### src/rtl/grey_int_ctrl.sv
// Interrupt sequencer for the grey-statistics path: latches the frame sum, raises the pin,
// enforces a post-clear low gap and counts overruns. Optional watchdog: GREY_INT_TIMEOUT_EN.
module grey_int_ctrl #(
  parameter int GREY_SUM_WIDTH = 48,
  parameter int INT_GAP        = 4,
  parameter int TIMEOUT_WIDTH  = 24
) (
  input  logic                      clk,
  input  logic                      reset_n,
  input  logic                      i_interrupt_en,
  input  logic                      i_int_mask,
  input  logic                      i_stat_done,
  input  logic [GREY_SUM_WIDTH-1:0] iv_grey_sum,
  input  logic                      i_int_clr,
  output logic                      o_interrupt_pin,
  output logic [GREY_SUM_WIDTH-1:0] ov_grey_sum,
  output logic [15:0]               ov_int_cnt,
  output logic [7:0]                ov_overrun_cnt,
  output logic                      o_timeout
);

  typedef enum logic [1:0] {ST_IDLE, ST_INT, ST_GAP} state_t;

  localparam logic [3:0] GAP_LAST = 4'(INT_GAP);

  generate
    if (INT_GAP < 1 || INT_GAP > 15 || TIMEOUT_WIDTH < 1) begin : g_bad_cfg
      $error("grey_int_ctrl: INT_GAP must be 1..15 and TIMEOUT_WIDTH >= 1");
    end
  endgenerate

  state_t     state;
  logic [3:0] gap_cnt;
  logic       overrun_hit;
  logic       accept;
  logic       withdraw;

  // Any completed frame outside IDLE is a dropped frame; the counter sticks at 255.
  assign overrun_hit = i_stat_done && (state != ST_IDLE) && (ov_overrun_cnt != 8'hFF);
  assign accept      = i_stat_done && i_interrupt_en && !i_int_mask;
  assign withdraw    = i_int_clr || !i_interrupt_en;

`ifdef GREY_INT_TIMEOUT_EN
  logic [TIMEOUT_WIDTH-1:0] pend_cnt;
`else
  assign o_timeout = 1'b0;
`endif

  always_ff @(posedge clk or negedge reset_n) begin
    if (!reset_n) begin
      state           <= ST_IDLE;
      gap_cnt         <= 4'd0;
      o_interrupt_pin <= 1'b0;
      ov_grey_sum     <= '0;
      ov_int_cnt      <= 16'd0;
      ov_overrun_cnt  <= 8'd0;
`ifdef GREY_INT_TIMEOUT_EN
      pend_cnt        <= '0;
      o_timeout       <= 1'b0;
`endif
    end else begin
      if (overrun_hit) ov_overrun_cnt <= ov_overrun_cnt + 8'd1;

`ifdef GREY_INT_TIMEOUT_EN
      if (i_int_clr) o_timeout <= 1'b0;
`endif

      case (state)
        ST_IDLE: begin
          if (accept) begin
            state           <= ST_INT;
            o_interrupt_pin <= 1'b1;
            ov_grey_sum     <= iv_grey_sum;
            ov_int_cnt      <= ov_int_cnt + 16'd1;
`ifdef GREY_INT_TIMEOUT_EN
            pend_cnt        <= '0;
`endif
          end
        end

        // A clear or a disabled window withdraws the pending interrupt; both start the gap.
        ST_INT: begin
          if (withdraw) begin
            state           <= ST_GAP;
            o_interrupt_pin <= 1'b0;
            gap_cnt         <= 4'd1;
          end
`ifdef GREY_INT_TIMEOUT_EN
          else if (pend_cnt == '1) begin
            state           <= ST_GAP;
            o_interrupt_pin <= 1'b0;
            gap_cnt         <= 4'd1;
            o_timeout       <= 1'b1;
          end else begin
            pend_cnt <= pend_cnt + TIMEOUT_WIDTH'(1);
          end
`endif
        end

        ST_GAP: begin
          if (gap_cnt == GAP_LAST) state <= ST_IDLE;
          else                     gap_cnt <= gap_cnt + 4'd1;
        end

        default: begin
          state           <= ST_IDLE;
          o_interrupt_pin <= 1'b0;
        end
      endcase
    end
  end

endmodule

### config.mk
export PLATFORM = sky130hd
export DESIGN_NAME = grey_int_ctrl
export DESIGN_NICKNAME = d
export VERILOG_FILES = /design/src/rtl/grey_int_ctrl.sv
export SDC_FILE = /design/constraint.sdc
export NUM_CORES = 1
export LEC_CHECK = 0
export ABC_CLOCK_PERIOD_IN_PS = 5400
export CORE_ASPECT_RATIO = 0.6
export CORE_UTILIZATION = 47
export DETAILED_ROUTE_END_ITERATION = 12
export GPL_ROUTABILITY_DRIVEN = 1
export PLACE_DENSITY_LB_ADDON = 0.12
export SLEW_MARGIN = 20
export SYNTH_ARGS = -nofsm -noshare
export SYNTH_HDL_FRONTEND = slang
export SYNTH_SLANG_ARGS = --single-unit
### constraint.sdc
create_clock -name clk -period 5.4 [get_ports clk]
set_clock_uncertainty 0.15 [all_clocks]
set_input_delay 1.35 -clock clk [delete_from_list [all_inputs] [get_ports clk]]
set_output_delay 1.35 -clock clk [all_outputs]
set_load 0.02 [all_outputs]
==> summary.txt, run 1 <==
CTS
  – Clock Latency Late Sink: 0.32 ns
  – CTS sink cnt: 79
  – Clk Tree Root Cell: clkbuf_16
  – Post_cts resized: 0
  – CTS Hold Bufs: 0
  – CTS tree: built
  – Clock buffer count from CTS: 9
  – H-tree levels: 3
  – CTS clock-pin slew for the worst setup and hold paths: 0.06 ns
  – Clk buf depth: 2
  – Post-CTS setup buffer count: 0

Logic synthesis
  – Ys flop type: dfrtp_1
  – Post-synth top area cell: dfrtp_1
  – FFs w/ async S/R, synth: 1.00
  – EDFF count, synth: 0
  – Syn avg cell area: 9.88 um2
  – Synth top area cells: dfrtp_1, nand2_1, xnor2_1
  – Post-Syn Nets: 391
  – Area fraction of the dominant cell type after synthesis: 0.601
  – Sequential share of the synthesized area: 0.601
  – Post-synthesis cell type count: 35
  – Synth Register Bits: 79
  – Mapped cell area: 3290 um2
  – Cells after synthesis: 333
  – YS warnings: 0

Setup path
  – CP Capture Type: flip-flop
  – CP Launch Type: primary input
  – Crit path max fanout: 51
  – Reg2Reg Depth: 3
  – R2R setup slack: 3.20 ns
  – Terminus of the critical flop-to-flop path: ov_int_cnt[0]
  – CP bufs+invs: 1
  – CP peak stage delay: 0.68 ns
  – Top Family by Delay on Critical Path: simple AND/OR/NAND/NOR gates
  – Slowest-stage cell, CP: or2_2
  – CP Class: in -> reg
  – Worst-path cell chain: clkdlybuf4s50_1 -> or3b_1 -> or2_2 -> xnor2_1
  – Worst Path Arrival: 3.30 ns
  – CP Data Required Time: 5.41 ns
  – R2R Path Start: state[0]

Layout
  – Nets: 516
  – Commonest cells after routing, fill and taps aside: nand2_1, clkdlybuf4s50_1, dfrtp_1
  – Commonest non-fill, non-tap cell in the layout: nand2_1
  – Layout cell share with drive strength beyond 1: 0.0518
  – Filler instances: 516
  – Ant diodes: 0
  – P&R area growth vs syn: 47.6%
  – Layout Cells excl Fill: 550

Timing
  – Fin. Hold Viols: 0
  – Slew Viols, Final: 0
  – Worst-Margin Slew: 0.984 ns
  – Post-route clock period utilization: 0.608
  – Max-slew headroom: 0.344
  – RSZ-0062 raised after global routing: no
  – Final hold slack: 0.321 ns
  – Setup ws final: 2.12 ns
  – Tmin final: 3.28 ns
  – Setup-failing EPs final: 0
  – Fin Setup TNS: 0 ns
  – Fmax: 305 MHz

Routing
  – Via count: 2633
  – DR WL met2: 3.06 mm
  – Routed Wire Length: 7.19 mm
  – Vias per cell: 4.79
  – Drt drc: 0
  – Drt first pass iters: 4
  – DR WL/cell: 13.1 um
  – Met3 Routed Length: 539 um
  – Post-route ant nets: 0
  – Top layer used by detailed routing: met4
  – Met1 Wirelength: 3.55 mm
  – Drt first-iter violations: 159

Die
  – I/O Pins: 128
  – DIE AREA: 7350 um2
  – Die W: 110 um
  – Placement Rows: 23
  – Initial Util: 0.489
  – Die height: 66.8 um
  – Core area: 6730 um2

Power
  – Worst IR Drop VDD: 0.330 mV
  – Power Dens Cells: 531 nW/um2
  – Static Leak: 2.29 nW
  – Final Total Pwr: 0.00258 W

Worst hold path
  – Hold EP: ov_grey_sum[21]
  – Worst min-delay path startpoint: ov_grey_sum[21]
  – Worst hold-check path type: reg -> reg
  – Hold depth: 2

Placement
  – Post-DP HPWL: 4.84 mm
  – Placer Congestion: 0.755
  – Port buffer count: 126
  – Inst Count DP: 534
  – Placement Setup Slack: 1.78 ns

GRT
  – GRT overflow: 0
  – Antenna violations before repair: 0
  – Vias in the first global route: 2298
  – Largest net degree at the start of global routing: 80
  – All-Layer GR Usage: 0.206
  – First-pass GRT wire length: 11.3 mm

Outcome
  – Status: finished clean

Run
  – Max Cap Violations: 0
worst max-delay path by stage:
| stage | start | slack [ns] | depth (start not counted) | end |
|---|---|---|---|---|
| 2_1_floorplan | i_int_mask | 2.71 | 7 | ov_int_cnt[1] |
| 3_3_place_gp | i_stat_done | 1.83 | 4 | ov_int_cnt[0] |
| 3_5_place_dp | i_stat_done | 1.78 | 4 | ov_int_cnt[0] |
| 4_1_cts | i_stat_done | 2.11 | 4 | ov_int_cnt[0] |
| 5_1_grt | i_stat_done | 2.04 | 4 | ov_int_cnt[0] |
| 6_report | i_stat_done | 2.12 | 4 | ov_int_cnt[0] |
registers in the layout (all words and copies together) (netlist names):
signal	cells
ov_int_cnt	16
o_interrupt_pin	1
ov_overrun_cnt	8
gap_cnt	4
state	2
ov_grey_sum	48
cells by family (layout without fill, tap and decap cells):
family | count (synthesis) | after routing | synth area share
simple gates | 198 | 198 | 0.262
fa+ha+maj | 4 | 4 | 0.0152
buf+inv | 18 | 148 | 0.0384
mux | 1 | 1 | 0.00342
compound gates | 10 | 10 | 0.0205
xor+xnor | 22 | 22 | 0.0586
flops | 79 | 79 | 0.601
other cells | 1 | 1 | 0.00114
metrics by stage:
| step | util | cell area, um2 |
|---|---|---|
| after floorplan | - | 3290 |
| after global placement | 0.677 | 4560 |
| after detailed placement | 0.677 | 4560 |
| after CTS | 0.721 | 4860 |
| after global routing | 0.721 | 4860 |
| final | 0.721 | 4860 |
worst register-to-register path: stages (launching register included):
cell	delay, ns
dfrtp_1	0.42
or3b_1	0.53
or2_2	0.68
xnor2_1	0.27
metal layers:
metal,vias up,global-route usage
li1,1308,-
met1,1231,0.305
met2,89,0.290
met3,5,0.0675
met4,0,0.0500
met5,-,0
synth_stat cells, types with 4 or more instances:
library cell,number
nand2_1,160
dfrtp_1,79
xnor2_1,17
buf_6,6
and3_1,5
buf_2,5
inv_1,5
nand3_1,5
nand4_1,5
xor2_1,5
ha_1,4
power breakdown:
group          switching, W  total, W  leakage (nW)  internal (W)
sequential         0.000156  0.000966          1.00      0.000810
combinational      0.000525   0.00102          1.15      0.000494
clock              0.000225  0.000595         0.138      0.000370
final cells by class:
class                      instances  area (um2)  area share
clock buffer                      11         243      0.0500
clock inverter                     5        57.6      0.0118
inverter                           5        18.8     0.00386
multi-input combinational        236        1190       0.244
sequential                        79        1980       0.407
tap                               87         109      0.0224
timing repair buffer             127        1270       0.261
Note: power is estimated with default switching activity, not from simulation.
==> inputs of run 2 (changes only) <==
--- a/config.mk
+++ b/config.mk
@@ -5,9 +5,9 @@
 export SDC_FILE = /design/constraint.sdc
 export NUM_CORES = 1
 export LEC_CHECK = 0
-export ABC_CLOCK_PERIOD_IN_PS = 5400
+export ABC_CLOCK_PERIOD_IN_PS = 3000
 export CORE_ASPECT_RATIO = 0.6
-export CORE_UTILIZATION = 47
+export CORE_UTILIZATION = 39
 export DETAILED_ROUTE_END_ITERATION = 12
 export GPL_ROUTABILITY_DRIVEN = 1
 export PLACE_DENSITY_LB_ADDON = 0.12
==> constraint.sdc (replaced) <==
create_clock -name clk -period 3 [get_ports clk]
set_clock_uncertainty 0.15 [all_clocks]
set_input_delay 0.75 -clock clk [delete_from_list [all_inputs] [get_ports clk]]
set_output_delay 0.75 -clock clk [all_outputs]
set_load 0.02 [all_outputs]
==> run 2 against run 1 <==
  * Wire length up 4.6%
  * Count of clock-buffer cells in the layout decreased by 2
  * Flip-flop and latch count stayed put
  * Final area rose by 1.4%
  * Non-clock buffer count rose by 4
  * Critical path depth increased by 2
  * Clock power is 85% higher
  * Sequential share of layout area decreased by 0.57 points
  * Power is 82% higher
  * Die area increased by 20%
  * Sequential power grew 79%
==> summary.txt, run 2 (synthesis gave the netlist of run 1 again) <==
Setup path
  – CP Launch Type: primary input
  – CP Data Required Time: 3.06 ns
  – CP Class: in -> reg
  – Crit path max fanout: 28
  – Worst-path cell chain: clkdlybuf4s50_1 -> or3b_1 -> or2_2 -> buf_4 -> nand2_1 -> nand2_1
  – R2R setup slack: 1.03 ns
  – CP Capture Type: flip-flop
  – Worst Path Arrival: 2.48 ns
  – Slowest-stage cell, CP: or3b_1
  – CP dominant cell by count: nand2_1
  – CP peak stage delay: 0.50 ns

Die
  – Die height: 73.2 um
  – Core area: 8010 um2
  – DIE AREA: 8820 um2
  – Initial Util: 0.411
  – Placement Rows: 25
  – I/O Pins: 128
  – Die W: 121 um

Layout
  – Commonest non-fill, non-tap cell in the layout: nand2_1
  – Commonest cells after routing, fill and taps aside: nand2_1, clkdlybuf4s50_1, dfrtp_1
  – Reg with most FFs: ov_grey_sum
  – Nets: 520
  – P&R area growth vs syn: 49.7%
  – Filler instances: 716
  – Core Util, Final: 0.615
  – Biggest regs: ov_grey_sum: 48 flops, ov_int_cnt: 16 flops, ov_overrun_cnt: 8 flops
  – Layout cell share with drive strength beyond 1: 0.0581
  – Ant diodes: 0
  – Largest register FFs: 48

Outcome
  – Status: finished clean

Routing
  – Post-route ant nets: 0
  – Drt first-iter violations: 103
  – DR WL/cell: 13.1 um
  – Vias per cell: 4.53
  – Drt first pass iters: 4
  – Routed Wire Length: 7.52 mm
  – Via count: 2594
  – Drt drc: 0

Placement
  – Port buffer count: 126
  – Placement Setup Slack: 0.247 ns
  – Placer Congestion: 0.768
  – Post-DP HPWL: 5.39 mm

Power
  – Static Leak: 2.33 nW
  – Worst IR Drop VDD: 0.520 mV
  – Power Dens Cells: 952 nW/um2

CTS
  – CTS Hold Bufs: 0
  – Post-CTS setup buffer count: 0
  – CTS tree: built
  – CTS sink cnt: 79
  – Clock buffer count from CTS: 9
  – Clock Latency Late Sink: 0.33 ns
  – Clk buf depth: 2
  – CTS clock-pin slew for the worst setup and hold paths: 0.06 ns
  – Clk Tree Root Cell: clkbuf_16
  – Post_cts resized: 0
  – H-tree levels: 3

Timing
  – Worst-Margin Slew: 0.600 ns
  – Fmax: 414 MHz
  – Fin Setup TNS: 0 ns
  – Tmin final: 2.42 ns
  – Setup ws final: 0.584 ns
  – RSZ-0062 raised after global routing: no
  – Slew Viols, Final: 0
  – Fin. Hold Viols: 0
  – Max-slew headroom: 0.600
  – Setup-failing EPs final: 0
  – Post-route clock period utilization: 0.805

GRT
  – GRT overflow: 0
  – Vias in the first global route: 2465
  – Largest net degree at the start of global routing: 48
  – All-Layer GR Usage: 0.183
  – First-pass GRT wire length: 12.2 mm
  – Antenna violations before repair: 0

Run
  – Max Cap Violations: 0

Worst hold path
  – Worst hold-check path type: in -> async
==> run 2: changes by cell type in the layout (fill, tap and decap cells not counted), sizes merged <==
| cell | before | now |
|---|---|---|
| buf | 2 | 6 |
| clkbuf | 11 | 9 |
| clkinvlp | 3 | 0 |
| clkinv | 1 | 3 |
| bufinv | 1 | 2 |
==> run 2: where the power goes <==
part | total [W] | internal [W] | switching [W]
sequential | 0.00173 | 0.00146 | 0.000271
clock | 0.00110 | 0.000714 | 0.000388
combinational | 0.00186 | 0.000901 | 0.000958
==> run 2: metal layers <==
layer | track usage | routed length, um | vias to the layer above
met5 | 0 | 0 | -
met4 | 0.0576 | 22 | 0
met3 | 0.0969 | 773 | 2
met2 | 0.255 | 3100 | 90
met1 | 0.245 | 3630 | 1192
li1 | - | - | 1310
==> run 2: worst max-delay path, delay by kind of cell <==
| kind | cells | cell delay (ns) |
|---|---|---|
| and+or+nand+nor | 4 | 1.00 |
| buffers and inverters | 2 | 0.72 |
==> run 2: per-stage QoR <==
step	instances	cell area [um2]	power [W]	hold slack (ns)
2_1_floorplan	333	3290	0.00264	0.304
3_3_place_gp	559	4630	0.00358	0.307
3_5_place_dp	559	4630	0.00362	0.312
4_1_cts	573	4930	0.00475	0.295
5_1_grt	573	4930	0.00498	0.329
6_report	573	4930	0.00469	0.284
==> run 2: path summary, 6_finish.rpt <==
path,depth (start not counted),from,endpoint
worst max-delay path,6,i_stat_done,ov_grey_sum[18]
worst min-delay path,1,reset_n,ov_int_cnt[11]
worst max register to register,5,state[0],ov_grey_sum[18]
worst min register to register,2,ov_grey_sum[32],ov_grey_sum[32]
max in group asynchronous,2,reset_n,ov_grey_sum[43]
min in group clk,2,ov_grey_sum[32],ov_grey_sum[32]
==> run 2: final cells by class <==
| cell class | count | area (um2) | share of cell area |
|---|---|---|---|
| Tap cell | 108 | 135 | 0.0274 |
| Multi-Input combinational cell | 236 | 1190 | 0.241 |
| Inverter | 5 | 18.8 | 0.00381 |
| Clock buffer | 9 | 225 | 0.0457 |
| Timing Repair Buffer | 131 | 1310 | 0.266 |
| Sequential cell | 79 | 1980 | 0.401 |
| Clock inverter | 5 | 75.1 | 0.0152 |
==> inputs of run 3 (changes only) <==
--- a/config.mk
+++ b/config.mk
@@ -5,9 +5,9 @@
 export SDC_FILE = /design/constraint.sdc
 export NUM_CORES = 1
 export LEC_CHECK = 0
-export ABC_CLOCK_PERIOD_IN_PS = 3000
+export ABC_CLOCK_PERIOD_IN_PS = 2310
 export CORE_ASPECT_RATIO = 0.6
-export CORE_UTILIZATION = 39
+export CORE_UTILIZATION = 44
 export DETAILED_ROUTE_END_ITERATION = 12
 export GPL_ROUTABILITY_DRIVEN = 1
 export PLACE_DENSITY_LB_ADDON = 0.12
==> constraint.sdc (replaced) <==
create_clock -name clk -period 2.31 [get_ports clk]
set_clock_uncertainty 0.15 [all_clocks]
set_input_delay 0.5775 -clock clk [delete_from_list [all_inputs] [get_ports clk]]
set_output_delay 0.5775 -clock clk [all_outputs]
set_load 0.02 [all_outputs]
==> run 3 against run 2 <==
  * Worst setup slack got worse by 0.42 ns
  * Register-to-register slack got worse by 0.61 ns
  * Count of clock-buffer cells in the layout increased by 1
  * Cell count increased by 0.35%
  * Clock power increased by 45%
  * Power increased by 35%
  * Die area decreased by 11%
==> summary.txt, run 3 (synthesis gave the netlist of run 1 again) <==
Outcome
  – Status: finished clean

Setup path
  – CP Data Required Time: 2.37 ns
  – Terminus of the critical flop-to-flop path: ov_int_cnt[14]
  – CP Launch Type: primary input
  – R2R setup slack: 0.42 ns
  – CP Class: in -> reg
  – Worst Path Arrival: 2.20 ns
  – Worst Setup EP: ov_int_cnt[14]
  – R2R Path Start: state[0]
  – CP Capture Type: flip-flop
  – Crit path max fanout: 5
  – Crit. Startpoint: i_stat_done
  – Reg2Reg Depth: 5

Die
  – Die height: 69.0 um
  – Die W: 114 um
  – I/O Pins: 128
  – Core area: 6940 um2
  – Initial Util: 0.474
  – Placement Rows: 23
  – DIE AREA: 7840 um2

GRT
  – Largest net degree at the start of global routing: 33
  – GRT overflow: 0
  – First-pass GRT wire length: 12.8 mm
  – Antenna violations before repair: 0
  – All-Layer GR Usage: 0.216
  – Vias in the first global route: 2569

Layout
  – Nets: 530
  – Reg with most FFs: ov_grey_sum
  – Biggest regs: ov_grey_sum: 48 flops, ov_int_cnt: 16 flops, ov_overrun_cnt: 8 flops
  – Ant diodes: 0
  – Largest register FFs: 48
  – Commonest cells after routing, fill and taps aside: nand2_1, clkdlybuf4s50_1, dfrtp_1
  – P&R area growth vs syn: 54.3%
  – Commonest non-fill, non-tap cell in the layout: nand2_1
  – Layout cell share with drive strength beyond 1: 0.0758

Timing
  – Final hold slack: 0.320 ns
  – Setup-failing EPs final: 0
  – Fin. Hold Viols: 0
  – Post-route clock period utilization: 0.929
  – Tmin final: 2.15 ns
  – RSZ-0062 raised after global routing: no
  – Fin Setup TNS: 0 ns
  – Slew Viols, Final: 0
  – Fmax: 466 MHz

Placement
  – Port buffer count: 126
  – Post-DP HPWL: 5.66 mm
  – Placer Congestion: 0.756

CTS
  – H-tree levels: 3
  – Clock buffer count from CTS: 9
  – CTS clock-pin slew for the worst setup and hold paths: 0.06 ns
  – Clk buf depth: 2
  – Post_cts resized: 0
  – Clock Latency Late Sink: 0.33 ns
  – CTS tree: built
  – Clk Tree Root Cell: clkbuf_16
  – CTS sink cnt: 79

Power
  – Power Dens Cells: 1250 nW/um2
  – Final Total Pwr: 0.00634 W
  – Worst IR Drop VDD: 0.665 mV
  – Static Leak: 2.41 nW

Worst hold path
  – Worst hold-check path type: reg -> reg
  – Worst min-delay path startpoint: ov_int_cnt[15]

Routing
  – Drt first-iter violations: 207
  – Post-route ant nets: 0
  – Vias per cell: 4.74
  – DR WL/cell: 14.0 um
  – Routed Wire Length: 8.06 mm
  – Drt first pass iters: 4
  – Drt drc: 0
  – Via count: 2727

Run
  – Max Cap Violations: 0
-- run 3: metal layers --
layer	GRT usage	vias to the layer above	part of all wire
li1	-	1331	-
met1	0.287	1293	0.48
met2	0.336	97	0.44
met3	0.0734	6	0.074
met4	0.0707	0	0.0057
met5	0	-	0
-- run 3: final cells by class --
type / instances / area (um2)
sequential: 79 / 1980
multi-input combinational: 236 / 1190
inverter: 5 / 18.8
clock inverter: 4 / 95.1
tap: 100 / 125
clock buffer: 10 / 239
fill: 537 / 1860
timing repair buffer: 141 / 1440
-- run 3: timing repair --
item                                   CTS  global route
setup endpoints to repair                0             0
hold buffers                             1             0
endpoints found under the hold margin   16             0
setup buffers                            0             0
-- run 3: critical path, stage by stage --
cell and delay [ns]:
clkdlybuf4s50_1 0.48, or3b_1 0.37, buf_4 0.18, nor4_4 0.34, nand2_1 0.12, xnor2_1 0.14
-- run 3: worst min path at each step --
stage / to / slack, ns / cells after the start
6_report: ov_int_cnt[15] / 0.32 / 1
2_1_floorplan: gap_cnt[0] / 0.13 / 0
4_1_cts: ov_int_cnt[15] / 0.32 / 1
5_1_grt: ov_grey_sum[20] / 0.34 / 2
3_5_place_dp: ov_grey_sum[30] / 0.31 / 2
3_3_place_gp: ov_grey_sum[7] / 0.31 / 2
-- run 3: report_power, final --
group          switching (W)  leakage [nW]  internal (W)
Combinational        0.00127          1.24       0.00121
Sequential          0.000372          1.00       0.00189
Clock               0.000522         0.164       0.00107
-- run 3: stage by stage --
stage,instance area (um2),instances,worst slack [ns],util
after detailed placement,4730,560,-0.111,0.683
final,5080,575,0.165,0.732
after global routing,5080,575,0.106,0.732
after floorplan,3290,333,0.397,-
after global placement,4730,560,-0.0767,0.683
after CTS,5080,575,0.148,0.732
